$ cat src/rtl/aes_word_stream_adapter.sv
// aes_word_stream_adapter: packs four 32-bit stream words into an AES
// block, drives one core transaction, and streams the result back out.
//
// Ports:
//   clk, rst            clock, async active-high reset
//   s_data/s_valid/s_ready   upstream word stream (word 0 = bits 127:96)
//   key_in              AES key, captured when the start pulse is issued
//   m_data/m_valid/m_ready   downstream word stream (word 0 = bits 127:96)
//   aes_start/aes_plaintext/aes_key   request side of the AES core
//   aes_ciphertext/aes_valid/aes_busy/aes_fault   response side of the core
//   clear_err           clears err_fault and err_timeout
//   err_fault/err_timeout    sticky error flags
//   blk_count           number of blocks fully drained (wraps)
module aes_word_stream_adapter #(
  parameter int unsigned TIMEOUT_CYCLES = 256
) (
  input  logic         clk,
  input  logic         rst,
  input  logic [31:0]  s_data,
  input  logic         s_valid,
  output logic         s_ready,
  input  logic [127:0] key_in,
  output logic [31:0]  m_data,
  output logic         m_valid,
  input  logic         m_ready,
  output logic         aes_start,
  output logic [127:0] aes_plaintext,
  output logic [127:0] aes_key,
  input  logic [127:0] aes_ciphertext,
  input  logic         aes_valid,
  input  logic         aes_busy,
  input  logic         aes_fault,
  input  logic         clear_err,
  output logic         err_fault,
  output logic         err_timeout,
  output logic [15:0]  blk_count
);

  typedef enum logic [1:0] {
    FILL  = 2'd0,
    ISSUE = 2'd1,
    WAIT  = 2'd2,
    DRAIN = 2'd3
  } state_t;

  localparam logic [15:0] LP_TLAST = 16'(TIMEOUT_CYCLES - 1);

  state_t       r_state;
  logic [1:0]   r_wcnt;
  logic [1:0]   r_idx;
  logic [15:0]  r_timer;
  logic [127:0] r_pt;
  logic [127:0] r_key;
  logic [127:0] r_ct;
  logic         r_start;
  logic         r_mvalid;
  logic         r_err_fault;
  logic         r_err_timeout;
  logic [15:0]  r_blk;

  logic         w_s_ready;
  logic         w_accept;
  logic         w_xfer;
  logic [31:0]  w_m_data;

  // Gated by rst so the upstream sees no ready while reset is held,
  // even though the state register already sits in FILL.
  assign w_s_ready = (r_state == FILL) & ~rst;
  assign w_accept  = s_valid & w_s_ready;
  assign w_xfer    = r_mvalid & m_ready;

  always_comb begin
    w_m_data = r_ct[127:96];
    unique case (r_idx)
      2'd0: w_m_data = r_ct[127:96];
      2'd1: w_m_data = r_ct[95:64];
      2'd2: w_m_data = r_ct[63:32];
      2'd3: w_m_data = r_ct[31:0];
    endcase
  end

  always_ff @(posedge clk or posedge rst) begin
    if (rst) begin
      r_state       <= FILL;
      r_wcnt        <= 2'd0;
      r_idx         <= 2'd0;
      r_timer       <= 16'd0;
      r_pt          <= '0;
      r_key         <= '0;
      r_ct          <= '0;
      r_start       <= 1'b0;
      r_mvalid      <= 1'b0;
      r_err_fault   <= 1'b0;
      r_err_timeout <= 1'b0;
      r_blk         <= 16'd0;
    end else begin
      r_start <= 1'b0;
      // Set events below are written later, so they win over clear.
      if (clear_err) begin
        r_err_fault   <= 1'b0;
        r_err_timeout <= 1'b0;
      end
      unique case (r_state)
        FILL: begin
          if (w_accept) begin
            r_pt   <= {r_pt[95:0], s_data};
            r_wcnt <= r_wcnt + 2'd1;
            if (r_wcnt == 2'd3) begin
              r_state <= ISSUE;
              // Issue the start during the first ISSUE cycle when
              // the core is already idle, saving a cycle.
              if (!aes_busy) begin
                r_start <= 1'b1;
                r_key   <= key_in;
              end
            end
          end
        end
        ISSUE: begin
          r_timer <= 16'd0;
          if (r_start) begin
            r_state <= WAIT;
          end else if (!aes_busy) begin
            r_start <= 1'b1;
            r_key   <= key_in;
          end
        end
        WAIT: begin
          if (aes_fault) begin
            r_err_fault <= 1'b1;
            r_wcnt      <= 2'd0;
            r_state     <= FILL;
          end else if (aes_valid) begin
            r_ct     <= aes_ciphertext;
            r_idx    <= 2'd0;
            r_mvalid <= 1'b1;
            r_state  <= DRAIN;
          end else if (r_timer == LP_TLAST) begin
            r_err_timeout <= 1'b1;
            r_wcnt        <= 2'd0;
            r_state       <= FILL;
          end else begin
            r_timer <= r_timer + 16'd1;
          end
        end
        DRAIN: begin
          if (w_xfer) begin
            if (r_idx == 2'd3) begin
              r_idx    <= 2'd0;
              r_mvalid <= 1'b0;
              r_blk    <= r_blk + 16'd1;
              r_state  <= FILL;
            end else begin
              r_idx <= r_idx + 2'd1;
            end
          end
        end
        default: r_state <= FILL;
      endcase
    end
  end

  assign s_ready       = w_s_ready;
  assign m_data        = w_m_data;
  assign m_valid       = r_mvalid;
  assign aes_start     = r_start;
  assign aes_plaintext = r_pt;
  assign aes_key       = r_key;
  assign err_fault     = r_err_fault;
  assign err_timeout   = r_err_timeout;
  assign blk_count     = r_blk;

endmodule
$ cat config.mk
export PLATFORM = sky130hd
export DESIGN_NAME = aes_word_stream_adapter
export DESIGN_NICKNAME = d
export VERILOG_FILES = /design/src/rtl/aes_word_stream_adapter.sv
export SDC_FILE = /design/constraint.sdc
export NUM_CORES = 1
export LEC_CHECK = 0
export ABC_AREA = 1
export BUFFER_PORTS_ARGS = -buffer_cell sky130_fd_sc_hd__buf_2
export CAP_MARGIN = 15
export CORE_AREA = 8 8 228 230
export CTS_CLUSTER_DIAMETER = 200
export DETAILED_ROUTE_END_ITERATION = 7
export DIE_AREA = 0 0 236 238
export SLEW_MARGIN = 5
export SYNTH_ARGS = -nofsm -noshare
export SYNTH_HDL_FRONTEND = slang
export SYNTH_SLANG_ARGS = --single-unit
$ cat constraint.sdc
create_clock -name clk -period 44.9 [get_ports clk]
set_input_delay 8.98 -clock clk [delete_from_list [all_inputs] [get_ports clk]]
set_output_delay 8.98 -clock clk [all_outputs]
set_load 0.02 [all_outputs]
==> results.toml <==
[clocking]
numCtsBuffers = 47
clkLatencyLatePin_ns = 0.57
clock_tree.buffer_depth = 3
clockRootBuffer = "clkbuf_16"
cts_tree = "yes"
cts_setup_buffers = 0
ctsHtreeMaxLevel = 2
cts-resized-gates = 0
clk_pin_slew_ns = 0.06
cts_sinks = 426
hold_buffers = 0

[yosys]
synth_ff_type = "dfrtp_1"
synth.net_count = 2226
ys_types = 32
ys_seq_area_share_pct = 60.21
async_reset_ff_share_pct = 100.0
synth_edf_count = 0
avgSynthCellArea_um2 = 9.207
netlist_area_um2 = 17700
syn-instance-count = 1923
yosysWarnings = 0
yosys_register_bits = 426

[power]
cellLeakagePower_uw = 0.01205
power-per-cell-area_nw_per_um2 = 76.05
total_power_uw = 1737
ir_drop_mv = 0.03945

[grt]
antenna_found_initial = 12
overflow = 0
grt_pass1_wl_um = 89320
grt_pass1_vias = 15230
grt.total_usage_pct = 20.01
grt_max_degree = 256

[worst_setup_path]
start_kind = "input pin"
crit_type = "input pin to output port"
endpoint_kind = "output port"
max_stage_delay_ns = 0.20
reg2reg_to = "r_ct[99]$_DFFE_PP0P_"
crit_arrival_ns = 9.46
cp.required_ns = 35.92
path_delay_family = "buffers and inverters"
crit_slowest_cell = "buf_2"
regToRegSetupSlack_ns = 41.86
reg2reg_depth = 5
crit_buf_inv = 2
r2r_start = "r_state[1]$_DFFE_PP0P_"
cp_cell_sequence = "buf_2 -> nor3_1 -> buf_2"
path_max_fanout = 2
crit_top_cell = "buf_2"

[floorplanning]
rows = 81
fp.coreArea_um2 = 48340
fp.dieH_um = 238
die_width_um = 236
ios = 605
fp.dieArea_um2 = 56170
start_util_pct = 36.62

[route]
via_count = 14870
drt_iter0_drc = 1120
post_drt_wl_per_cell_um = 18.34
dr.pass1.iters = 7
ant_nets = 0
vias_per_cell = 4.717
drt-total-wl_um = 57840
drc = 0

[timing]
post-route-period-util_pct = 41.06
finalHoldViolCount = 0
max_freq_ghz = 0.05424
fin_skew_ns = 0.01276
worst_pin_slew_ns = 1.288
setup_viol = 0
fin_crit_ns = 18.44
rsz0062_at_grt = "no"
slew_violations = 0
relSlewSlack_pct = 14.16
fin_tns_setup_ns = 0

[worst_hold_path]
whs_endpoint = "aes_plaintext[126]$_DFFE_PP0P_"
holdCritStartpoint = "aes_plaintext[126]$_DFFE_PP0P_"
min_path_type = "flip-flop to flip-flop"
hold_path_depth = 2

[finish]
fin_nets = 2793
final_cell_area_um2 = 22840
area_delta_synth_final_pct = 29.02
layout-drive-gt1-share_pct = 30.56

[outcome]
status = "finished, final reports clean"

[placed_design]
dp_hpwl_um = 42820
place_area_um2 = 21180
numPortBuffers = 604
routabilityCongestion = 0.8647

[flow_run]
drv_cap = 0
-- cells by family (layout without fill, tap and decap cells) --
family	after synthesis	count (layout)	share of synthesized area, %
xor+xnor	15	15	0.7421
fa+ha+maj	7	7	0.4947
simple gates	612	612	13.65
buf+inv	381	984	8.678
other cells	0	5	0
mux	64	64	4.071
compound gates	418	418	12.16
flops	426	426	60.21
-- placed cells by master, fill, tap and decap left out, drive strengths merged, types with 30 or more instances in the layout --
cell type and instances:
o22ai 33, a21oi 98, nand3 30, dfrtp 426, nand2 451, o21ai 283, buf 614, nor2 105
clkbuf 69, mux2 64, inv 284
-- state kept, by name (all words and copies together) (netlist names) --
signal	flops
err_timeout	1
blk_count	16
aes_plaintext	128
err_fault	1
aes_start	1
r_state	2
aes_key	128
r_timer	16
r_idx	2
r_wcnt	2
m_valid	1
r_ct	128
-- cell usage after synthesis (all sizes together), types with 2 or more instances --
| cell | number | area, um2 |
|---|---|---|
| a21oi | 98 | 494.2 |
| buf | 54 | 309.1 |
| clkbuf | 42 | 157.7 |
| clkinv | 2 | 7.510 |
| dfrtp | 426 | 10660 |
| ha | 7 | 87.58 |
| inv | 283 | 1062 |
| mux2 | 64 | 720.7 |
| nand2 | 451 | 1698 |
| nand3 | 30 | 155.1 |
| nand3b | 2 | 15.01 |
| nand4 | 9 | 56.30 |
| nor2 | 105 | 404.1 |
| nor3 | 11 | 60.06 |
| nor3b | 2 | 15.01 |
| o21ai | 283 | 1416 |
| o21bai | 3 | 22.52 |
| o22ai | 33 | 206.5 |
| xnor2 | 2 | 17.52 |
| xor2 | 13 | 113.9 |
-- metrics by stage --
step	std cells	hold slack, ns	setup slack, ns	utilization [%]
after global routing	3152	0.4973	26.43	47.25
after global placement	3063	0.4573	26.40	43.82
after floorplan	1923	0.4459	24.04	-
final	3153	0.4737	26.46	47.25
after CTS	3148	0.4859	26.43	47.23
after detailed placement	3063	0.4642	26.43	43.82
-- worst max-delay path by stage --
stage               startpoint                     end  slack (ns)  cells past startpoint
global placement           rst                 s_ready       26.40                      3
CTS                        rst                 s_ready       26.43                      3
global route               rst                 s_ready       26.43                      3
detailed placement         rst                 s_ready       26.43                      3
finish                     rst                 s_ready       26.46                      3
floorplan                  rst  aes_key[0]$_DFFE_PP0P_       24.04                      1
-- worst register-to-register path, stage by stage (launching register included) --
cell and delay, ns:
dfrtp_1 0.47, nand2_1 0.11, nor2_1 0.09, nand2_4 0.74
buf_4 0.95, mux2_2 0.56
-- area by class of cell --
class                           instances  area (um2)
Multi-Input combinational cell       1116        5542
Tap cell                              622       778.2
Fill cell                            4735       25500
Antenna cell                            5       12.51
Clock buffer                           69        1431
Sequential cell                       426       10660
Clock inverter                         16       217.7
Timing Repair Buffer                  614        3123
Inverter                              285        1079
-- power by group --
| part | switching (uW) | leakage [uW] | internal, uW | total (uW) |
|---|---|---|---|---|
| logic | 466 | 0.00602 | 216 | 681 |
| registers | 92.3 | 0.00522 | 556 | 648 |
| clock network | 158 | 0.000813 | 249 | 407 |
-- per-layer routing --
layer  GRT usage [%]  share of wire, %  wire length, um
met5               0             0.095               55
met1           24.11                40            22990
met4           5.143               2.1             1221
met3           6.703               8.3             4780
met2           34.24                50            28800
Power figures use the tool's default switching activity.
